## src/rtl/dtcm_arbt_pkg.sv

```systemverilog
// dtcm_arbt_pkg: shared widths, requester-ID encodings and build defaults for
// the DTCM port arbiter.
//
// Project-wide widths (XLEN, DTCM_ADDR_WIDTH) normally arrive from the core
// defines; fall-back values are provided here so the slice stands alone.
// DTCM_ARBT_OUTS_DEPTH sets the default outstanding-command depth.
// Optional feature macro: DTCM_ARBT_RR_EN (round-robin arbitration).

`ifndef XLEN
`define XLEN 32
`endif

`ifndef DTCM_ADDR_WIDTH
`define DTCM_ADDR_WIDTH 16
`endif

`ifndef DTCM_ARBT_OUTS_DEPTH
`define DTCM_ARBT_OUTS_DEPTH 2
`endif

package dtcm_arbt_pkg;

  localparam int XLEN           = `XLEN;
  localparam int ADDR_W         = `DTCM_ADDR_WIDTH;
  localparam int MASK_W         = `XLEN / 8;
  localparam int OUTS_DEPTH_DEF = `DTCM_ARBT_OUTS_DEPTH;

  // Requester IDs: EXU load/store path is master 0, bus/debug agent master 1.
  typedef enum logic {
    REQ_M0 = 1'b0,
    REQ_M1 = 1'b1
  } req_id_e;

  // The other requester, used when round-robin hands the turn over.
  function automatic req_id_e other_id(input req_id_e id);
    req_id_e res;
    case (id)
      REQ_M0:  res = REQ_M1;
      REQ_M1:  res = REQ_M0;
      default: res = REQ_M0;
    endcase
    return res;
  endfunction

endpackage

```

## src/rtl/dtcm_arbt_id_fifo.sv

```systemverilog
// arbt_id_fifo: 1-bit-wide synchronous FIFO holding the requester ID of each
// DTCM command still waiting for its response.
//
// Ports:
//   clk, rst_n            clock, asynchronous active-low reset
//   push, push_data       enqueue one ID (ignored when full)
//   pop                   dequeue head ID (ignored when empty)
//   pop_data              current head ID
//   full, empty           occupancy flags
// DEPTH must be a power of two, >= 1.

module arbt_id_fifo #(
  parameter int DEPTH = 2
) (
  input  logic clk,
  input  logic rst_n,
  input  logic push,
  input  logic push_data,
  input  logic pop,
  output logic pop_data,
  output logic full,
  output logic empty
);

  localparam int PTR_W = (DEPTH > 1) ? $clog2(DEPTH) : 1;
  localparam int CNT_W = $clog2(DEPTH + 1);

  logic [DEPTH-1:0] mem_r;
  logic [PTR_W-1:0] wr_ptr_r;
  logic [PTR_W-1:0] rd_ptr_r;
  logic [CNT_W-1:0] count_r;
  logic             push_ok_s;
  logic             pop_ok_s;

  // Pointers wrap at DEPTH-1; written explicitly so DEPTH=1 also works.
  function automatic logic [PTR_W-1:0] ptr_inc(input logic [PTR_W-1:0] p);
    logic [PTR_W-1:0] res;
    if (p == PTR_W'(DEPTH - 1)) begin
      res = PTR_W'(0);
    end else begin
      res = p + PTR_W'(1);
    end
    return res;
  endfunction

  assign push_ok_s = push & ~full;
  assign pop_ok_s  = pop & ~empty;
  assign full      = (count_r == CNT_W'(DEPTH));
  assign empty     = (count_r == CNT_W'(0));
  assign pop_data  = mem_r[rd_ptr_r];

  // Storage, pointers and occupancy count.
  always_ff @(posedge clk or negedge rst_n) begin
    if (!rst_n) begin
      mem_r    <= '0;
      wr_ptr_r <= PTR_W'(0);
      rd_ptr_r <= PTR_W'(0);
      count_r  <= CNT_W'(0);
    end else begin
      if (push_ok_s) begin
        mem_r[wr_ptr_r] <= push_data;
        wr_ptr_r        <= ptr_inc(wr_ptr_r);
      end
      if (pop_ok_s) begin
        rd_ptr_r <= ptr_inc(rd_ptr_r);
      end
      case ({push_ok_s, pop_ok_s})
        2'b10:   count_r <= count_r + CNT_W'(1);
        2'b01:   count_r <= count_r - CNT_W'(1);
        default: count_r <= count_r;
      endcase
    end
  end

endmodule

```

## src/rtl/dtcm_arbt.sv

```systemverilog
// dtcm_arbt: two-requester arbiter for the single DTCM command/response port.
//
// Master 0 is the EXU load/store path, master 1 the external/debug bus agent.
// A grant is held from the first cycle s_cmd_valid is raised until that
// command handshakes. The requester ID of every accepted command is queued
// so that in-order DTCM responses are steered back to the right master.
//
// Ports:
//   clk, rst_n                           clock, async active-low reset
//   m{0,1}_cmd_valid/ready/addr/read/wdata/wmask   master command channels
//   m{0,1}_rsp_valid/ready/rdata                   master response channels
//   s_cmd_valid/ready/addr/read/wdata/wmask        command to DTCM
//   s_rsp_valid/ready/rdata                        response from DTCM
// Parameter OUTS_DEPTH: max outstanding commands (power of two, >= 1).
// Build macro DTCM_ARBT_RR_EN: round-robin between masters when both request;
// otherwise master 0 has fixed priority.

module dtcm_arbt
  import dtcm_arbt_pkg::*;
#(
  parameter int OUTS_DEPTH = OUTS_DEPTH_DEF
) (
  input  logic              clk,
  input  logic              rst_n,
  input  logic              m0_cmd_valid,
  output logic              m0_cmd_ready,
  input  logic [ADDR_W-1:0] m0_cmd_addr,
  input  logic              m0_cmd_read,
  input  logic [XLEN-1:0]   m0_cmd_wdata,
  input  logic [MASK_W-1:0] m0_cmd_wmask,
  output logic              m0_rsp_valid,
  input  logic              m0_rsp_ready,
  output logic [XLEN-1:0]   m0_rsp_rdata,
  input  logic              m1_cmd_valid,
  output logic              m1_cmd_ready,
  input  logic [ADDR_W-1:0] m1_cmd_addr,
  input  logic              m1_cmd_read,
  input  logic [XLEN-1:0]   m1_cmd_wdata,
  input  logic [MASK_W-1:0] m1_cmd_wmask,
  output logic              m1_rsp_valid,
  input  logic              m1_rsp_ready,
  output logic [XLEN-1:0]   m1_rsp_rdata,
  output logic              s_cmd_valid,
  input  logic              s_cmd_ready,
  output logic [ADDR_W-1:0] s_cmd_addr,
  output logic              s_cmd_read,
  output logic [XLEN-1:0]   s_cmd_wdata,
  output logic [MASK_W-1:0] s_cmd_wmask,
  input  logic              s_rsp_valid,
  output logic              s_rsp_ready,
  input  logic [XLEN-1:0]   s_rsp_rdata
);

  logic    hold_vld_r;
  req_id_e hold_id_r;
  req_id_e win_id_s;
  req_id_e sel_id_s;
  logic    sel_valid_s;
  logic    fifo_full_s;
  logic    fifo_empty_s;
  logic    head_bit_s;
  req_id_e head_id_s;
  logic    cmd_hs_s;
  logic    rsp_hs_s;

`ifdef DTCM_ARBT_RR_EN
  req_id_e rr_last_r;

  // Remember who was granted last so the other master wins the next tie.
  always_ff @(posedge clk or negedge rst_n) begin
    if (!rst_n) begin
      rr_last_r <= REQ_M1;
    end else if (cmd_hs_s) begin
      rr_last_r <= sel_id_s;
    end
  end
`endif

  // Arbitration winner among the currently requesting masters.
  always_comb begin
    win_id_s = REQ_M0;
    if (m0_cmd_valid && m1_cmd_valid) begin
`ifdef DTCM_ARBT_RR_EN
      win_id_s = other_id(rr_last_r);
`else
      win_id_s = REQ_M0;
`endif
    end else if (m1_cmd_valid) begin
      win_id_s = REQ_M1;
    end else begin
      win_id_s = REQ_M0;
    end
  end

  // A stalled command keeps its grant so the DTCM sees stable fields.
  assign sel_id_s = hold_vld_r ? hold_id_r : win_id_s;

  // Command mux towards the DTCM.
  always_comb begin
    sel_valid_s = m0_cmd_valid;
    s_cmd_addr  = m0_cmd_addr;
    s_cmd_read  = m0_cmd_read;
    s_cmd_wdata = m0_cmd_wdata;
    s_cmd_wmask = m0_cmd_wmask;
    case (sel_id_s)
      REQ_M1: begin
        sel_valid_s = m1_cmd_valid;
        s_cmd_addr  = m1_cmd_addr;
        s_cmd_read  = m1_cmd_read;
        s_cmd_wdata = m1_cmd_wdata;
        s_cmd_wmask = m1_cmd_wmask;
      end
      default: begin
        sel_valid_s = m0_cmd_valid;
        s_cmd_addr  = m0_cmd_addr;
        s_cmd_read  = m0_cmd_read;
        s_cmd_wdata = m0_cmd_wdata;
        s_cmd_wmask = m0_cmd_wmask;
      end
    endcase
  end

  // Readiness only looks at FIFO state, never at this cycle's response pop,
  // so there is no response-to-command combinational path.
  assign s_cmd_valid  = sel_valid_s & ~fifo_full_s;
  assign m0_cmd_ready = s_cmd_ready & ~fifo_full_s & (sel_id_s == REQ_M0);
  assign m1_cmd_ready = s_cmd_ready & ~fifo_full_s & (sel_id_s == REQ_M1);
  assign cmd_hs_s     = s_cmd_valid & s_cmd_ready;

  // Grant hold: set while the DTCM stalls an offered command.
  always_ff @(posedge clk or negedge rst_n) begin
    if (!rst_n) begin
      hold_vld_r <= 1'b0;
      hold_id_r  <= REQ_M0;
    end else if (cmd_hs_s) begin
      hold_vld_r <= 1'b0;
    end else if (s_cmd_valid) begin
      hold_vld_r <= 1'b1;
      hold_id_r  <= sel_id_s;
    end
  end

  arbt_id_fifo #(
    .DEPTH (OUTS_DEPTH)
  ) u_id_fifo (
    .clk       (clk),
    .rst_n     (rst_n),
    .push      (cmd_hs_s),
    .push_data (sel_id_s),
    .pop       (rsp_hs_s),
    .pop_data  (head_bit_s),
    .full      (fifo_full_s),
    .empty     (fifo_empty_s)
  );

  assign head_id_s    = req_id_e'(head_bit_s);
  assign m0_rsp_rdata = s_rsp_rdata;
  assign m1_rsp_rdata = s_rsp_rdata;
  assign rsp_hs_s     = s_rsp_valid & s_rsp_ready;

  // Response steering by the oldest outstanding requester ID; a response
  // with nothing outstanding is neither forwarded nor acknowledged.
  always_comb begin
    m0_rsp_valid = 1'b0;
    m1_rsp_valid = 1'b0;
    s_rsp_ready  = 1'b0;
    if (!fifo_empty_s) begin
      case (head_id_s)
        REQ_M1: begin
          m1_rsp_valid = s_rsp_valid;
          s_rsp_ready  = m1_rsp_ready;
        end
        default: begin
          m0_rsp_valid = s_rsp_valid;
          s_rsp_ready  = m0_rsp_ready;
        end
      endcase
    end else begin
      m0_rsp_valid = 1'b0;
      m1_rsp_valid = 1'b0;
      s_rsp_ready  = 1'b0;
    end
  end

endmodule

```

## config.mk

```make
export PLATFORM = sky130hd
export DESIGN_NAME = dtcm_arbt
export DESIGN_NICKNAME = d
export VERILOG_FILES = /design/src/rtl/dtcm_arbt_pkg.sv /design/src/rtl/dtcm_arbt_id_fifo.sv /design/src/rtl/dtcm_arbt.sv
export SDC_FILE = /design/constraint.sdc
export NUM_CORES = 1
export LEC_CHECK = 0
export CAP_MARGIN = 20
export CORE_AREA = 3 3 102 104
export CTS_BUF_LIST = sky130_fd_sc_hd__clkbuf_2
export CTS_CLUSTER_DIAMETER = 150
export CTS_CLUSTER_SIZE = 12
export DETAILED_ROUTE_END_ITERATION = 6
export DIE_AREA = 0 0 105 107
export GPL_TIMING_DRIVEN = 0
export PLACE_DENSITY_LB_ADDON = 0.15
export SLEW_MARGIN = 20
export SYNTH_ARGS = -nofsm -noshare
export SYNTH_HDL_FRONTEND = slang
export SYNTH_SLANG_ARGS = --single-unit
```

## constraint.sdc

```tcl
create_clock -name clk -period 2.74 [get_ports clk]
set_clock_uncertainty 0.15 [all_clocks]
set_input_delay 0.411 -clock clk [delete_from_list [all_inputs] [get_ports clk]]
set_output_delay 0.411 -clock clk [all_outputs]
set_load 0.01 [all_outputs]
```

==> impl.org <==
** GRT
- The initial antenna violation count is 0.
- Number of global-route vias before repair :: about 2100
- First-pass GRT wire length :: 11.4 mm
- Sum of overflow across all layers after global routing :: 0
- Entering global routing, the biggest net connects 11 pins.
- Global-route usage over all layers :: 0.128

** Logic synthesis
- In this run the mean area of a mapped cell was 9.64 sq um.
- In this run the cell area of the synthesized design comes to approximately 1600 sq um.
- Leading post-synthesis cells by cell area :: mux2_2, buf_4, dfrtp_1, buf_6, xnor2_1
- Of the synthesized area, sequential elements account for 0.125.
- For this run, asynchronously set or reset flops after synthesis account for 1.00.
- Number of instances in the synthesized netlist :: 166
- Synthesis inferred 8 register bits.
- Counting every net in the synthesized netlist gives 313.
- The synthesized netlist contains 26 unique library cells.
- Warnings, synthesis :: 0
- By count the netlist is led by buf_4, mux2_2, dfrtp_1.
- Count of flip-flops with a built-in enable after synthesis :: 0
- Prevailing post-synth register cell :: dfrtp_1
- The biggest area contributor in the post-synthesis netlist is mux2_2.
- In the post-synthesis netlist, the cell with the most instances is buf_4.
- The share of synthesized area in the top cell type comes to 0.373.

** Flow run
- Number of max-cap violations :: 0

** Pwr
- Across the VDD grid, the largest voltage drop is 0.174 mV.
- Pwr Total :: 1.93 mW
- Pleak :: 1.91 nW
- For this design the ratio of total power to cell area is 468 nW/um^2.

** Layout
- Summing all multi-input logic gate instances after layout gives 855 sq um.
- Post-synthesis to final-layout area growth :: 158%
- Measured on the finished design, the core utilization comes to 0.428.
- Count of antenna diodes in the layout :: 0
- Sequential standard cell area :: 200 sq um
- Fraction of final layout cells with drive strength greater than 1 :: 0.384
- The layout has 995 filler cells.
- The final layout contains 560 nets.

** STA
- Smallest hold slack :: 0.312 ns
- Post-layout min period :: 2.48 ns
- The count of final hold-check violations came to 0.
- Fmax :: 0.403 GHz
- Worst-Margin Slew :: 0.379 ns
- Setup-failing EPs final :: 0
- Crit share post-route :: 0.906
- Relative max-transition margin :: 0.744
- Setup repair after global routing left no endpoint under its margin.
- Number of pins with negative max-slew slack in the final report :: 0

** Setup path
- In this run the worst path has a maximum fanout of 10.
- Crit path capture type :: primary output
- WP data arrival :: roughly 1.9 ns
- The worst setup path is launched from a register.
- In this run the register-to-register setup slack is 0.80 ns.
- Start-to-end type of the worst setup path :: register to primary output
- Data on the critical path is required at its endpoint by 2.18 ns.

** Clock network
- Number of H-tree levels :: 1
- Number of buffers on the longest clock path :: 2
- Clock transition at the register clock pins on the worst setup and hold paths after CTS :: 0.07 ns
- The clock drives 8 sinks.
- TritonCTS built the clock tree.
- Buffers inserted during clock tree synthesis total 3.
- The tree is rooted in a clkbuf_2.
- Hold bufs inserted after CTS :: 0
- Clock latency reported for the late side of the worst-skew pair :: 0.23 ns

** Run status
- Status :: finished, final reports clean

** Route
- Count of routing violations after the opening detailed-route iteration :: 35
- After detailed routing, the number of remaining DRC violations is 0.
- Post-detailed-routing wire length :: 7.77 mm
- First-pass iteration count of the detailed router :: 4
- In the routed layout, each cell is associated on average with a via count of between 3 and 4.
- In this run the remaining antenna-violating nets after routing total 0.
- Drt wl/cell :: 14.3 um
- Via count :: 2006

** Die
- The core region is 9640 sq um.
- Area of the die :: 11200 sq um
- The die is 105 um wide.
- Total I/O pin count :: 269
- After floorplanning, the core was divided into 36 placement rows.
- The initial utilization of the core area, before any placement, comes to 0.166.
- Die Height :: 107 um

** Hold path
- Min-Delay Path Class :: input port to async pin

** Place
- Number of port buffers :: 236
- HPWL reported at the end of detailed placement :: 7.09 mm
- Final weighted congestion of routability-driven global placement :: 0.730
[power by group]
part | switching (mW) | internal [mW]
Combinational | 0.618 | 1.00
Clock | 0.0357 | 0.0298
Sequential | 0.0647 | 0.181
[final timing paths]
path,cells past startpoint,to,startpoint
min reg2reg,1,u_id_fifo.rd_ptr_r$_DFFE_PN0P_,u_id_fifo.rd_ptr_r$_DFFE_PN0P_
max reg2reg,6,u_id_fifo.count_r[1]$_DFFE_PN0P_,hold_id_r$_DFFE_PN0P_
min,1,u_id_fifo.count_r[1]$_DFFE_PN0P_,rst_n
max in group asynchronous,1,u_id_fifo.rd_ptr_r$_DFFE_PN0P_,rst_n
min in group clk,1,u_id_fifo.rd_ptr_r$_DFFE_PN0P_,u_id_fifo.rd_ptr_r$_DFFE_PN0P_
max,7,s_cmd_wdata[21],hold_vld_r$_DFFE_PN0P_
[area by class of cell]
cell class,instances,area share
tap,133,0.0404
multi-input combinational,85,0.207
sequential,8,0.0486
inverter,3,0.00273
timing repair buffer,242,0.561
clock buffer,3,0.00364
buffer,70,0.137
[critical path, stage by stage, from the launching register on]
cell and delay (ns):
dfrtp_1 0.44, nand2_1 0.11, o21a_1 0.13, buf_6 0.15, buf_4 0.12, buf_8 0.13, mux2_2 0.33, dlygate4sd2_1 0.28
[metal layers]
| layer | global-route usage | routed length, um |
|---|---|---|
| met1 | 0.135 | 2620 |
| met2 | 0.235 | 4170 |
| met3 | 0.0620 | 946 |
| met4 | 0.0197 | 27 |
| met5 | 0 | 0 |
[through the flow]
stage	TNS, ns	instance area [sq um]	std cells	setup WS (ns)
4_1_cts	-1.23	4120	540	-0.144
5_1_grt	0	4120	544	0.135
3_3_place_gp	-15.62	4130	535	-0.353
2_1_floorplan	0	1600	166	0.834
6_report	0	4120	544	0.257
3_5_place_dp	-15.52	4130	535	-0.352
[cells by family (layout without fill, tap and decap cells)]
group	after synthesis	count (layout)	synth area share
buffers and inverters	73	318	0.346
multiplexers	58	58	0.408
AND/OR/NAND/NOR	12	12	0.0383
AO/OA/AOI/OAI	9	9	0.0477
flip-flops	8	8	0.125
XOR/XNOR	5	5	0.0274
adder cells (fa/ha/maj)	1	1	0.00782
[cell usage in the layout (no fill, tap or decap), types with 2 or more instances in the layout]
master and instances:
clkdlybuf4s50_1 180, buf_4 70, mux2_2 53, clkbuf_2 24
dlygate4sd2_1 20, dlymetal6s2s_1 14, dfrtp_1 8, nor2_1 6
buf_8 4, xnor2_1 4, mux2i_1 3, o21ai_0 3
nand2_1 2, buf_6 2, inv_1 2
[registers in the layout, indices dropped and copies added (netlist names)]
signal / flops
u_id_fifo.wr_ptr_r: 1
u_id_fifo.mem_r: 2
u_id_fifo.rd_ptr_r: 1
hold_vld_r: 1
hold_id_r: 1
u_id_fifo.count_r: 2
[repair_timing]
action,in CTS,in global routing
cloned,0,0
gates resized for setup,45,61
setup buffers,2,4
endpoints found under the setup margin,54,47
No activity file was read; power rests on OpenSTA's default activity.
